==> config.mk <==
export PLATFORM = sky130hd
export DESIGN_NAME = timer_top
export DESIGN_NICKNAME = d
export VERILOG_FILES = /design/src/rtl/timer_top.sv
export SDC_FILE = /design/constraint.sdc
export NUM_CORES = 1
export LEC_CHECK = 0
export CAP_MARGIN = 20
export CORE_MARGIN = 10
export CORE_UTILIZATION = 35
export DETAILED_ROUTE_END_ITERATION = 8
export PLACE_DENSITY = 0.6
export SLEW_MARGIN = 20
export SYNTH_ARGS = -nofsm -noshare
export SYNTH_HDL_FRONTEND = slang
export SYNTH_SLANG_ARGS = --single-unit
==> constraint.sdc <==
create_clock -name clk -period 9.8 [get_ports clk]
set_input_delay 1.96 -clock clk [delete_from_list [all_inputs] [get_ports clk]]
set_output_delay 1.96 -clock clk [all_outputs]
set_load 0.02 [all_outputs]
==> src/rtl/timer_top.sv <==
// timer_top -- APB slave 64-bit free-running timer.
//
// Purpose: 64-bit up-counter with an optional power-of-two prescaler,
// a 64-bit compare raising a sticky status bit, a level interrupt and
// optional debug-halt support.
//
// Optional feature macro: TIMER_DBG_HALT_EN
//   defined   -> THCSR.halt_req / halt_ack implemented, dbg_mode freezes
//                counter and divider while halt_ack=1
//   undefined -> THCSR reads 0, writes ignored, dbg_mode unused
//
// Ports:
//   clk, rst_n                 clock, async active-low reset
//   tim_psel/penable/pwrite    APB control
//   tim_paddr[11:0]            byte address (word aligned)
//   tim_pwdata[31:0]           write data
//   tim_pstrb[3:0]             byte write strobes
//   tim_prdata[31:0]           read data (0 unless a read completes)
//   tim_pready                 one-cycle completion, one wait state
//   tim_pslverr                error on illegal TCR writes
//   dbg_mode                   CPU debug mode
//   tim_int                    level interrupt = int_en & int_st
//
// Register map: 0x00 TCR, 0x04 TDR0, 0x08 TDR1, 0x0C TCMP0, 0x10 TCMP1,
//               0x14 TIER, 0x18 TISR (W1C), 0x1C THCSR.
module timer_top #(
  parameter logic [3:0]  DIV_VAL_RST = 4'd1,
  parameter logic [31:0] CMP_RST     = 32'hFFFF_FFFF
) (
  input  logic        clk,
  input  logic        rst_n,
  input  logic        tim_psel,
  input  logic        tim_penable,
  input  logic        tim_pwrite,
  input  logic [11:0] tim_paddr,
  input  logic [31:0] tim_pwdata,
  input  logic [3:0]  tim_pstrb,
  output logic [31:0] tim_prdata,
  output logic        tim_pready,
  output logic        tim_pslverr,
  input  logic        dbg_mode,
  output logic        tim_int
);

  function automatic logic [31:0] merge(input logic [31:0] old_v,
                                        input logic [31:0] wd,
                                        input logic [3:0]  strb);
    logic [31:0] r;
    for (int i = 0; i < 4; i++) r[i*8 +: 8] = strb[i] ? wd[i*8 +: 8] : old_v[i*8 +: 8];
    return r;
  endfunction

  logic        timer_en_q, div_en_q, int_en_q, int_st_q, int_st_d;
  logic [3:0]  div_val_q;
  logic [63:0] cnt_q, cnt_d, cmp_q;
  logic [7:0]  divcnt_q, divcnt_d;
  logic        pready_q, pready_d;
  logic        halt_req_q, halt_ack_q;

  // ---------------- APB decode ----------------
  logic        acc, wr, addr_ok, tcr_err;
  logic [2:0]  idx;
  logic [7:0]  wsel;
  logic [31:0] tcr_rd, tcr_new, rdata;

  assign acc      = tim_psel & tim_penable & pready_q;
  assign wr       = acc & tim_pwrite;
  assign addr_ok  = (tim_paddr[11:5] == 7'd0);
  assign idx      = tim_paddr[4:2];
  assign wsel     = (wr && addr_ok) ? (8'd1 << idx) : 8'd0;
  assign tcr_rd   = {20'd0, div_val_q, 6'd0, div_en_q, timer_en_q};
  assign tcr_new  = merge(tcr_rd, tim_pwdata, tim_pstrb);

  // Prescaler settings are frozen while the timer runs; out-of-range
  // div_val is rejected at any time. A rejected write changes nothing.
  assign tcr_err  = (tcr_new[11:8] > 4'd8) ||
                    (timer_en_q && ((tcr_new[1] != div_en_q) || (tcr_new[11:8] != div_val_q)));

  // Second access-phase cycle: pready rises after one wait state.
  assign pready_d = tim_psel & tim_penable & ~pready_q;

  always_comb begin
    rdata = 32'd0;
    if (addr_ok) begin
      case (idx)
        3'd0: rdata = tcr_rd;
        3'd1: rdata = cnt_q[31:0];
        3'd2: rdata = cnt_q[63:32];
        3'd3: rdata = cmp_q[31:0];
        3'd4: rdata = cmp_q[63:32];
        3'd5: rdata = {31'd0, int_en_q};
        3'd6: rdata = {31'd0, int_st_q};
        3'd7: rdata = {30'd0, halt_ack_q, halt_req_q};
        default: rdata = 32'd0;
      endcase
    end
  end

  assign tim_pready  = pready_q;
  assign tim_prdata  = (acc && !tim_pwrite) ? rdata : 32'd0;
  assign tim_pslverr = wsel[0] & tcr_err;
  assign tim_int     = int_en_q & int_st_q;

  // ---------------- counter / divider ----------------
  logic        inc, use_div, div_last;
  logic [8:0]  div_top;
  logic [63:0] cnt_inc;

  assign use_div  = div_en_q & (div_val_q != 4'd0);
  assign div_top  = (9'd1 << div_val_q) - 9'd1;
  assign div_last = (divcnt_q == div_top[7:0]);
  assign cnt_inc  = cnt_q + {63'd0, inc};

  always_comb begin
    inc      = 1'b0;
    divcnt_d = divcnt_q;
    if (!timer_en_q) begin
      divcnt_d = 8'd0;
    end else if (!halt_ack_q) begin
      if (!use_div) begin
        inc = 1'b1;
      end else if (div_last) begin
        inc      = 1'b1;
        divcnt_d = 8'd0;
      end else begin
        divcnt_d = divcnt_q + 8'd1;
      end
    end
    // Software writes override the increment for the written bytes.
    cnt_d = cnt_inc;
    if (wsel[1]) cnt_d[31:0]  = merge(cnt_inc[31:0],  tim_pwdata, tim_pstrb);
    if (wsel[2]) cnt_d[63:32] = merge(cnt_inc[63:32], tim_pwdata, tim_pstrb);
    // Set has priority over a same-cycle W1C.
    int_st_d = int_st_q;
    if (wsel[6] && tim_pstrb[0] && tim_pwdata[0]) int_st_d = 1'b0;
    if (cnt_q == cmp_q)                           int_st_d = 1'b1;
  end

  always_ff @(posedge clk or negedge rst_n) begin
    if (!rst_n) begin
      timer_en_q <= 1'b0;
      div_en_q   <= 1'b0;
      div_val_q  <= DIV_VAL_RST;
      cnt_q      <= 64'd0;
      cmp_q      <= {CMP_RST, CMP_RST};
      int_en_q   <= 1'b0;
      int_st_q   <= 1'b0;
      divcnt_q   <= 8'd0;
      pready_q   <= 1'b0;
    end else begin
      pready_q <= pready_d;
      cnt_q    <= cnt_d;
      divcnt_q <= divcnt_d;
      int_st_q <= int_st_d;
      if (wsel[0] && !tcr_err) begin
        timer_en_q <= tcr_new[0];
        div_en_q   <= tcr_new[1];
        div_val_q  <= tcr_new[11:8];
      end
      if (wsel[3]) cmp_q[31:0]  <= merge(cmp_q[31:0],  tim_pwdata, tim_pstrb);
      if (wsel[4]) cmp_q[63:32] <= merge(cmp_q[63:32], tim_pwdata, tim_pstrb);
      if (wsel[5] && tim_pstrb[0]) int_en_q <= tim_pwdata[0];
    end
  end

`ifdef TIMER_DBG_HALT_EN
  always_ff @(posedge clk or negedge rst_n) begin
    if (!rst_n) begin
      halt_req_q <= 1'b0;
      halt_ack_q <= 1'b0;
    end else begin
      if (wsel[7] && tim_pstrb[0]) halt_req_q <= tim_pwdata[0];
      halt_ack_q <= halt_req_q & dbg_mode;
    end
  end
`else
  assign halt_req_q = 1'b0;
  assign halt_ack_q = 1'b0;
`endif

  // Bits deliberately left unconsumed.
  logic unused_ok;
  assign unused_ok = ^{dbg_mode, tim_paddr[1:0], tcr_new[31:12], tcr_new[7:2]};

endmodule

==> insert_results.sql <==
INSERT INTO impl_metrics (metric_group, metric, value, unit) VALUES
('run_status', 'outcome', 'finished clean', ''),
('floorplan', 'chipHeight', '180', 'um'),
('logic_synthesis', 'flip_flop_and_latch_count_after_synthesis', '145', ''),
('clocking', 'cts_resized', '0', ''),
('clocking', 'postCtsSetupRepairBufs', '0', ''),
('power_and_ir_drop', 'power.share.clock', '51.2', '%'),
('critical_path', 'critical_path.reg2reg.endpoint', 'cnt_q[50]', ''),
('critical_path', 'setup.worst_path.end', 'tim_prdata[15]', ''),
('power_and_ir_drop', 'fin_total_pwr', '0.00138', 'W'),
('logic_synthesis', 'synthesis.yosys.warnings', '0', ''),
('logic_synthesis', 'synth_flop_cell', 'dfrtp_1', ''),
('timing', 'holdWs', '0.457', 'ns'),
('timing', 'setup_repair_after_global_routing_missed_its_margin', 'false', ''),
('grt', 'global_route_wire_length_before_repair', '43.4', 'mm'),
('detailed_routing', 'final_wirelength', '27.5', 'mm'),
('logic_synthesis', 'synth-compound-area-share', '13.9', '%'),
('power_and_ir_drop', 'total_leakage_power', '3.81', 'nW'),
('grt', 'number_of_antenna_violations_at_the_first_check_in_global_routing', '0', ''),
('clocking', 'clk_root_buffer_cell', 'clkbuf_16', ''),
('logic_synthesis', 'synth_seq_area_share', '41.5', '%'),
('finish', 'diodes', '0', ''),
('detailed_routing', 'detail_route.iter0.violations', '572', ''),
('grt', 'remaining_global_route_overflow', '0', ''),
('power_and_ir_drop', 'power_switching', '0.000312', 'W'),
('detailed_routing', 'wl_per_cell', '20.8', 'um'),
('flow_run', 'drv_cap', '0', ''),
('timing', 'setup-tns-final', '0', 'ns'),
('logic_synthesis', 'yosys.area.top_type', 'dfrtp_1', ''),
('timing', 'timing.fmax', '0.137', 'GHz'),
('finish', 'areaGrowthSynthToFinish', '19.1', '%'),
('timing', 'timing.slew.headroom', '33.0', '%'),
('floorplan', 'boundaryPins', '89', ''),
('min_path', 'holdCritStartpoint', 'tim_pready', ''),
('floorplan', 'dieWidth', '180', 'um'),
('logic_synthesis', 'post_synth_and_or_nand_nor_area_fraction', '18.0', '%'),
('clocking', 'clk-insertion-delay-late', '0.43', 'ns'),
('logic_synthesis', 'async_reset_ff_share', '100', '%'),
('critical_path', 'critical_path_fanouts_max', '22', ''),
('placed_design', 'total_placed_cells_including_tap_cells', '1291', ''),
('floorplan', 'design.die.area', '32300', 'um^2'),
('detailed_routing', 'vias', '7409', ''),
('logic_synthesis', 'share_of_the_synthesized_netlist_area_taken_by_xor_and_xnor_gates', '12.6', '%'),
('clocking', 'cts_buffers', '17', ''),
('logic_synthesis', 'syn-mean-instance-area', '9.68', 'um^2'),
('logic_synthesis', 'synth_common_cells', '85 x a21oi_1, 80 x dfrtp_1, 79 x nor2_1', ''),
('clocking', 'clk_transition_reported_paths', '0.06', 'ns'),
('timing', 'timing.final.hold_violations', '0', ''),
('clocking', 'ctsHtreeMaxLevel', '4', ''),
('floorplan', 'coreArea', '25200', 'um^2'),
('grt', 'first_global_vias', '7436', ''),
('detailed_routing', 'dr.pass1.iters', '5', ''),
('logic_synthesis', 'post_synthesis_cell_area', '8940', 'um^2'),
('power_and_ir_drop', 'seq_power_share', '43.5', '%'),
('grt', 'grt_overall_usage', '16.7', '%'),
('critical_path', 'critical_path_arrival', '5.35', 'ns'),
('logic_synthesis', 'mux_cell_area_share_after_synthesis', '10.1', '%'),
('floorplan', 'floorplan.rows', '58', ''),
('detailed_routing', 'drtAntennaViolNets', '0', ''),
('finish', 'final_layout_size_suffix_gt1_share', '19.7', '%'),
('timing', 'max_slew.worst_pin.slew', '1.01', 'ns'),
('critical_path', 'worstSetupEndpointType', 'primary output', ''),
('placed_design', 'dp.final_hpwl', '19.6', 'mm'),
('logic_synthesis', 'synth_adder_area_share', '0.560', '%'),
('finish', 'fin_area', '10700', 'um^2'),
('critical_path', 'startpoint', 'tim_paddr[4]', ''),
('grt', 'grt_max_degree', '78', ''),
('detailed_routing', 'via_per_inst', '5.60', ''),
('timing', 'setup_viol', '0', ''),
('timing', 'timing.clock.skew', '0.00801', 'ns'),
('clocking', 'tritoncts', 'yes', ''),
('timing', 'final.period_utilization', '74.6', '%');
state kept, by name, indices dropped and copies added, names as in the netlist, 4 cells and up:
signal and count:
cnt_q 64, cmp_q 64, divcnt_q 8, div_val_q 4
layer usage:
layer / wire length (um) / GRT usage, %
met5: 0 / 0
met4: 666 / 6.15
met3: 1580 / 3.57
met2: 13300 / 27.2
met1: 12000 / 21.4
worst min-delay path by stage:
stage	slack [ns]	to
2_1_floorplan	0.46	int_st_q
3_3_place_gp	0.45	tim_pready
3_5_place_dp	0.45	tim_pready
4_1_cts	0.46	tim_pready
5_1_grt	0.48	tim_pready
6_report	0.46	tim_pready
critical path: stages:
cell and delay (ns):
clkdlybuf4s50_1 0.78, nor2b_1 0.38, nor2b_2 0.70, buf_4 0.40, a22oi_1 0.13, a21oi_1 0.31, clkdlybuf4s50_1 0.67
through the flow:
step | utilization, % | worst slack [ns]
finish | 42.3 | 2.49
global route | 42.3 | 2.32
CTS | 42.3 | 2.49
detailed placement | 39.8 | 2.50
global placement | 39.8 | 2.49
floorplan | - | 4.30
cell families after synthesis:
kind of cell / after synthesis
AOI/OAI and AO/OA: 200
xor gates and xnor gates: 129
adders and majority gates: 4
buffers and inverters: 69
DFF: 145
muxes: 81
and+or+nand+nor: 296
area by class of cell:
type | instances | area [um^2]
well taps | 330 | 413
multi-input cells | 710 | 4940
clock buffers | 19 | 453
clock inverters | 13 | 183
repair buffers | 91 | 897
inverters | 15 | 56.3
flip-flops and latches | 145 | 3710
fillers | 2456 | 14500
power groups by stage:
stage | registers [W] | clock network (W) | logic [W]
CTS | 0.000601 | 0.000718 | 0.0000732
finish | 0.000601 | 0.000708 | 0.0000724
floorplan | 0.000612 | 0 | 0.0000226
global placement | 0.000611 | 0 | 0.0000728
global route | 0.000601 | 0.000745 | 0.0000788
detailed placement | 0.000611 | 0 | 0.0000729
cell usage in the layout (no fill, tap or decap), drive strengths merged, types with 7 or more instances in the layout:
master	netlist	layout
a21oi	85	85
clkdlybuf4s50	0	84
dfrtp	80	80
nor2	79	79
mux2	76	76
xor2	70	70
dfstp	65	65
xnor2	59	59
a22oi	57	57
nand2	50	50
nand3	40	40
nand4	30	30
o21ai	28	28
and3	27	27
nor4	20	20
clkbuf	37	19
inv	14	16
and2	15	15
nor2b	9	9
buf	17	7
clkinv	1	7
No activity file was read; power rests on OpenSTA's default activity.
